===== config.mk =====
export PLATFORM = sky130hd
export DESIGN_NAME = regfile_wb_arbiter
export DESIGN_NICKNAME = d
export VERILOG_FILES = /design/src/rtl/regfile_wb_arbiter.sv
export SDC_FILE = /design/constraint.sdc
export NUM_CORES = 1
export LEC_CHECK = 0
export CAP_MARGIN = 20
export CORE_MARGIN = 2
export CORE_UTILIZATION = 35
export CTS_CLUSTER_DIAMETER = 80
export CTS_CLUSTER_SIZE = 16
export DETAILED_ROUTE_END_ITERATION = 12
export PLACE_DENSITY_LB_ADDON = 0.05
export SYNTH_ARGS = -nofsm -noshare
export SYNTH_HDL_FRONTEND = slang
export SYNTH_SLANG_ARGS = --single-unit
export TNS_END_PERCENT = 100

===== constraint.sdc =====
create_clock -name CLK -period 2.5 [get_ports CLK]
set_input_delay 0.375 -clock CLK [delete_from_list [all_inputs] [get_ports CLK]]
set_output_delay 0.375 -clock CLK [all_outputs]
set_load 0.05 [all_outputs]

===== src/rtl/regfile_wb_arbiter.sv =====
// Write-back arbiter feeding the single register-file write port from NREQ producers.
// Define RR_ARB_EN for round-robin arbitration; otherwise fixed priority (lowest index wins).
module regfile_wb_arbiter #(
    parameter int NREQ = 3,
    parameter int AW   = 5,
    parameter int DW   = 32
) (
    input  logic                 CLK,
    input  logic                 RST_N,
    input  logic [NREQ-1:0]      req_valid,
    input  logic [NREQ*AW-1:0]   req_addr,
    input  logic [NREQ*DW-1:0]   req_data,
    output logic [NREQ-1:0]      req_ready,
    input  logic                 rf_hold,
    output logic                 WE,
    output logic [AW-1:0]        Write_addr,
    output logic [DW-1:0]        Write_data,
    output logic [2:0]           grant_id,
    output logic                 conflict
);

    function automatic logic [3:0] count_ones(input logic [NREQ-1:0] v);
        logic [3:0] n;
        n = 4'd0;
        for (int k = 0; k < NREQ; k++) begin
            n = n + {3'b000, v[k]};
        end
        return n;
    endfunction

`ifdef RR_ARB_EN
    localparam int PW = $clog2(NREQ);
    logic [PW-1:0] ptr_r;
    logic [2:0]    ptr_ext_s;
`endif

    logic [NREQ-1:0] ready_s;
    logic [2:0]      gnt_idx_s;
    logic            found_s;
    logic [AW-1:0]   sel_addr_s;
    logic [DW-1:0]   sel_data_s;
    logic            hs_s;
    logic            conflict_s;

    // Grant selection: one-hot ready, independent of addr/data
    always_comb begin
        ready_s   = {NREQ{1'b0}};
        gnt_idx_s = 3'd0;
        found_s   = 1'b0;
`ifdef RR_ARB_EN
        ptr_ext_s = 3'(ptr_r);
        // First pass covers indices above the pointer, second pass wraps to 0..pointer
        for (int k = 0; k < NREQ; k++) begin
            if (!found_s && req_valid[k] && (3'(k) > ptr_ext_s)) begin
                found_s   = 1'b1;
                gnt_idx_s = 3'(k);
            end else begin
                found_s   = found_s;
            end
        end
        for (int k = 0; k < NREQ; k++) begin
            if (!found_s && req_valid[k] && (3'(k) <= ptr_ext_s)) begin
                found_s   = 1'b1;
                gnt_idx_s = 3'(k);
            end else begin
                found_s   = found_s;
            end
        end
`else
        for (int k = 0; k < NREQ; k++) begin
            if (!found_s && req_valid[k]) begin
                found_s   = 1'b1;
                gnt_idx_s = 3'(k);
            end else begin
                found_s   = found_s;
            end
        end
`endif
        if (found_s && !rf_hold && RST_N) begin
            for (int k = 0; k < NREQ; k++) begin
                ready_s[k] = (3'(k) == gnt_idx_s);
            end
        end else begin
            ready_s = {NREQ{1'b0}};
        end
    end

    // Data path mux driven by the one-hot grant
    always_comb begin
        sel_addr_s = {AW{1'b0}};
        sel_data_s = {DW{1'b0}};
        for (int k = 0; k < NREQ; k++) begin
            sel_addr_s = sel_addr_s | (req_addr[k*AW +: AW] & {AW{ready_s[k]}});
            sel_data_s = sel_data_s | (req_data[k*DW +: DW] & {DW{ready_s[k]}});
        end
        hs_s       = |ready_s;
        conflict_s = (count_ones(req_valid) >= 4'd2) && !rf_hold;
    end

    assign req_ready = ready_s;

    // Registered write port; address 0 is consumed but never written
    always_ff @(posedge CLK or negedge RST_N) begin
        if (!RST_N) begin
            WE         <= 1'b0;
            Write_addr <= {AW{1'b0}};
            Write_data <= {DW{1'b0}};
            grant_id   <= 3'd0;
            conflict   <= 1'b0;
        end else begin
            conflict <= conflict_s;
            if (hs_s) begin
                WE         <= (sel_addr_s != {AW{1'b0}});
                Write_addr <= sel_addr_s;
                Write_data <= sel_data_s;
                grant_id   <= gnt_idx_s;
            end else begin
                WE         <= 1'b0;
            end
        end
    end

`ifdef RR_ARB_EN
    // Last-grant pointer; resets to NREQ-1 so requester 0 is searched first
    always_ff @(posedge CLK or negedge RST_N) begin
        if (!RST_N) begin
            ptr_r <= PW'(NREQ - 1);
        end else if (hs_s) begin
            ptr_r <= PW'(gnt_idx_s);
        end else begin
            ptr_r <= ptr_r;
        end
    end
`endif

endmodule


==> metrics.txt, run 1 <==
highest clock rate=0.445 GHz; top post-synthesis cells by area=dfrtp_1, a222oi_1, o21ai_0; Via Count=2140; RSZ-0062 raised after global routing=false; layout cells sized above 1=6.14%; Pleak=0.00151 uW; cell accounting for the most synthesized area=dfrtp_1; wire per inst=15.2 um; Layout area overhead=91.3%; clock latency on the worst-skew pair=0.29 ns; ANT nets after route=0; area share of the largest cell type after synthesis=53.0%; Die Wd=78.4 um; Mapped Cells=188; largest family of logic cells by synthesized area=compound AO/OA/AOI/OAI gates; Final Setup Violations=0; Fin Setup TNS=0 ns; most frequent cell after synthesis=nand2_1; post-DP HPWL=4.73 mm; power density cells=543 nW/um^2; Slew Limit Fails=0; Worst-path clk slew=0.08 ns; period utilization=89.9%; Slew @ Worst Pin=0.545 ns; Min-Delay Path Class=in2async; Worst setup EP type=output pin; initial antenna violation count=0; Final min period=2.25 ns; Mean Syn Cell Area=10.3 sq um; GRT overflow=0; Post-Syn Nets=306; Max Buffers Root-to-Sink=2; Yosys reg bits=41; Peak VDD IR=281 uV; Setup Fix Bufs, Post-CTS=0; CTS resizes=0; Ports=162; DRC=0; Synth Area in Compound Gates=29.1%; critical path class=in2out; Hold Violations, Final=0; library cells used by synthesis=19; ant diodes=0; Synth Area in XOR/XNOR=0%; Initial Util=35.6%; Root Buffer Master=clkbuf_8; mux contribution to synthesized area=0%; Max H-tree Level=2; core outline area=5440 sq um; crit-path cells=clkdlybuf4s50_1 -> nor2b_1 -> and2_1 -> buf_4 -> buf_12; CP Max Fanout=23; Vias/cell=5.17; total wire length=6.29 mm; CP delay by family, top=buffers and inverters; TritonCTS clock tree=built; Inst Count DP=406; die area=6140 sq um; Post-Synthesis Cell Area=1940 sq um; worst reg2reg setup slack=1.85 ns; clock sinks=41; row count=27; GP Congestion=0.729; total global-route track usage=19.8%; Simple-Gate Fraction of Synth Area=10.9%; Max stage delay on crit path=0.43 ns; Arr. time, crit path=1.87 ns; Post-synth EDFFs=0; total of max-cap violations=0; Port Buffer Count=160; CTS Buf Count=5; outcome=complete, no violations; slew margin rel.=63.5%; Die Ht=78.4 um; Total Nets Final=459; # hold bufs at CTS=0; post-route insts no fill=414; starting DRC count in detailed routing=198; Critical-path top delay cell=clkdlybuf4s50_1; WP data required=2.12 ns; sequential fraction of the synthesis area=53.0%; Post-synth top cells=nand2_1, dfrtp_1, a222oi_1; nature of the critical path startpoint=primary input; largest net degree at the start of global routing=72; Synth Area in Adders=0.646%; first-pass GRT wire length=9.63 mm; clock skew=0 ns; vias in the first global route=1975; Worst Path Buf+Inv=3; Pre-Repair DR Iteration Count=7; number of synthesis warnings=0; Post-synth top flop=dfrtp_1; fraction of registers with async set/reset=100%
## flip-flops by register name, indices dropped and copies added, names as in the netlist
name	count
grant_id	2
WE	1
Write_data	32
conflict	1
Write_addr	5
## through the flow
step / power [uW] / utilization (%) / setup WS, ns / instance area [sq um] / hold WS (ns)
floorplan: 1210 / - / 0.861 / 1940 / 0.0794
global placement: 1610 / 66.6 / 0.303 / 3620 / 0.459
detailed placement: 1620 / 66.6 / 0.261 / 3620 / 0.470
CTS: 2030 / 68.1 / 0.262 / 3700 / 0.229
global route: 2110 / 68.1 / 0.121 / 3700 / 0.253
finish: 2010 / 68.1 / 0.253 / 3700 / 0.206
## worst paths after layout
kind / startpoint / endpoint / depth (start not counted)
max: rf_hold / req_ready[0] / 5
min: RST_N / conflict / 2
max reg2reg: grant_id[1] / grant_id[1] / 1
min reg2reg: Write_data[12] / Write_data[12] / 2
max in group asynchronous: RST_N / Write_data[10] / 2
min in group CLK: Write_data[12] / Write_data[12] / 2
## area by class of cell
class | instances | area [sq um]
Sequential cell | 41 | 1030
Tap cell | 72 | 90.1
Clock inverter | 2 | 10.0
Fill cell | 450 | 1740
Clock buffer | 6 | 72.6
Timing Repair Buffer | 167 | 1700
Multi-Input combinational cell | 126 | 801
## per-layer routing
metal	routed length, um	up-vias	GRT usage [%]
li1	-	1042	-
met4	85	0	5.61
met1	2580	979	24.3
met3	637	9	6.90
met5	0	-	0
met2	2990	110	33.1
## cells in the final DEF, fill, tap and decap left out, types with 2 or more instances in the layout
master	instances
a222oi_1	37
a21o_1	2
dfrtp_1	41
clkbuf_8	5
buf_4	5
and3_1	2
nand2_1	42
buf_12	5
clkdlybuf4s50_1	156
nor2_1	2
clkinv_2	2
o21ai_0	32
## power breakdown
part / leakage, uW / switching, uW / internal [uW]
clock: 0.0000450 / 220 / 194
sequential: 0.000539 / 41.7 / 742
combinational: 0.000927 / 457 / 355
total: 0.00151 / 720 / 1290
## kinds of logic (layout without fill, tap and decap cells)
group | after synthesis | in the layout
AOI/OAI and AO/OA | 73 | 73
adders and majority gates | 1 | 1
buffers and inverters | 21 | 175
DFF | 41 | 41
other | 1 | 1
and+or+nand+nor | 51 | 51
Power figures use the tool's default switching activity.
==> run 2, diff against run 1 <==
--- a/config.mk
+++ b/config.mk
@@ -12,6 +12,7 @@
 export CTS_CLUSTER_SIZE = 16
 export DETAILED_ROUTE_END_ITERATION = 12
 export PLACE_DENSITY_LB_ADDON = 0.05
+export SKIP_LAST_GASP = 1
 export SYNTH_ARGS = -nofsm -noshare
 export SYNTH_HDL_FRONTEND = slang
 export SYNTH_SLANG_ARGS = --single-unit
==> results of run 2 <==
No change in the layout: final DEF, timing and power equal those of run 1.
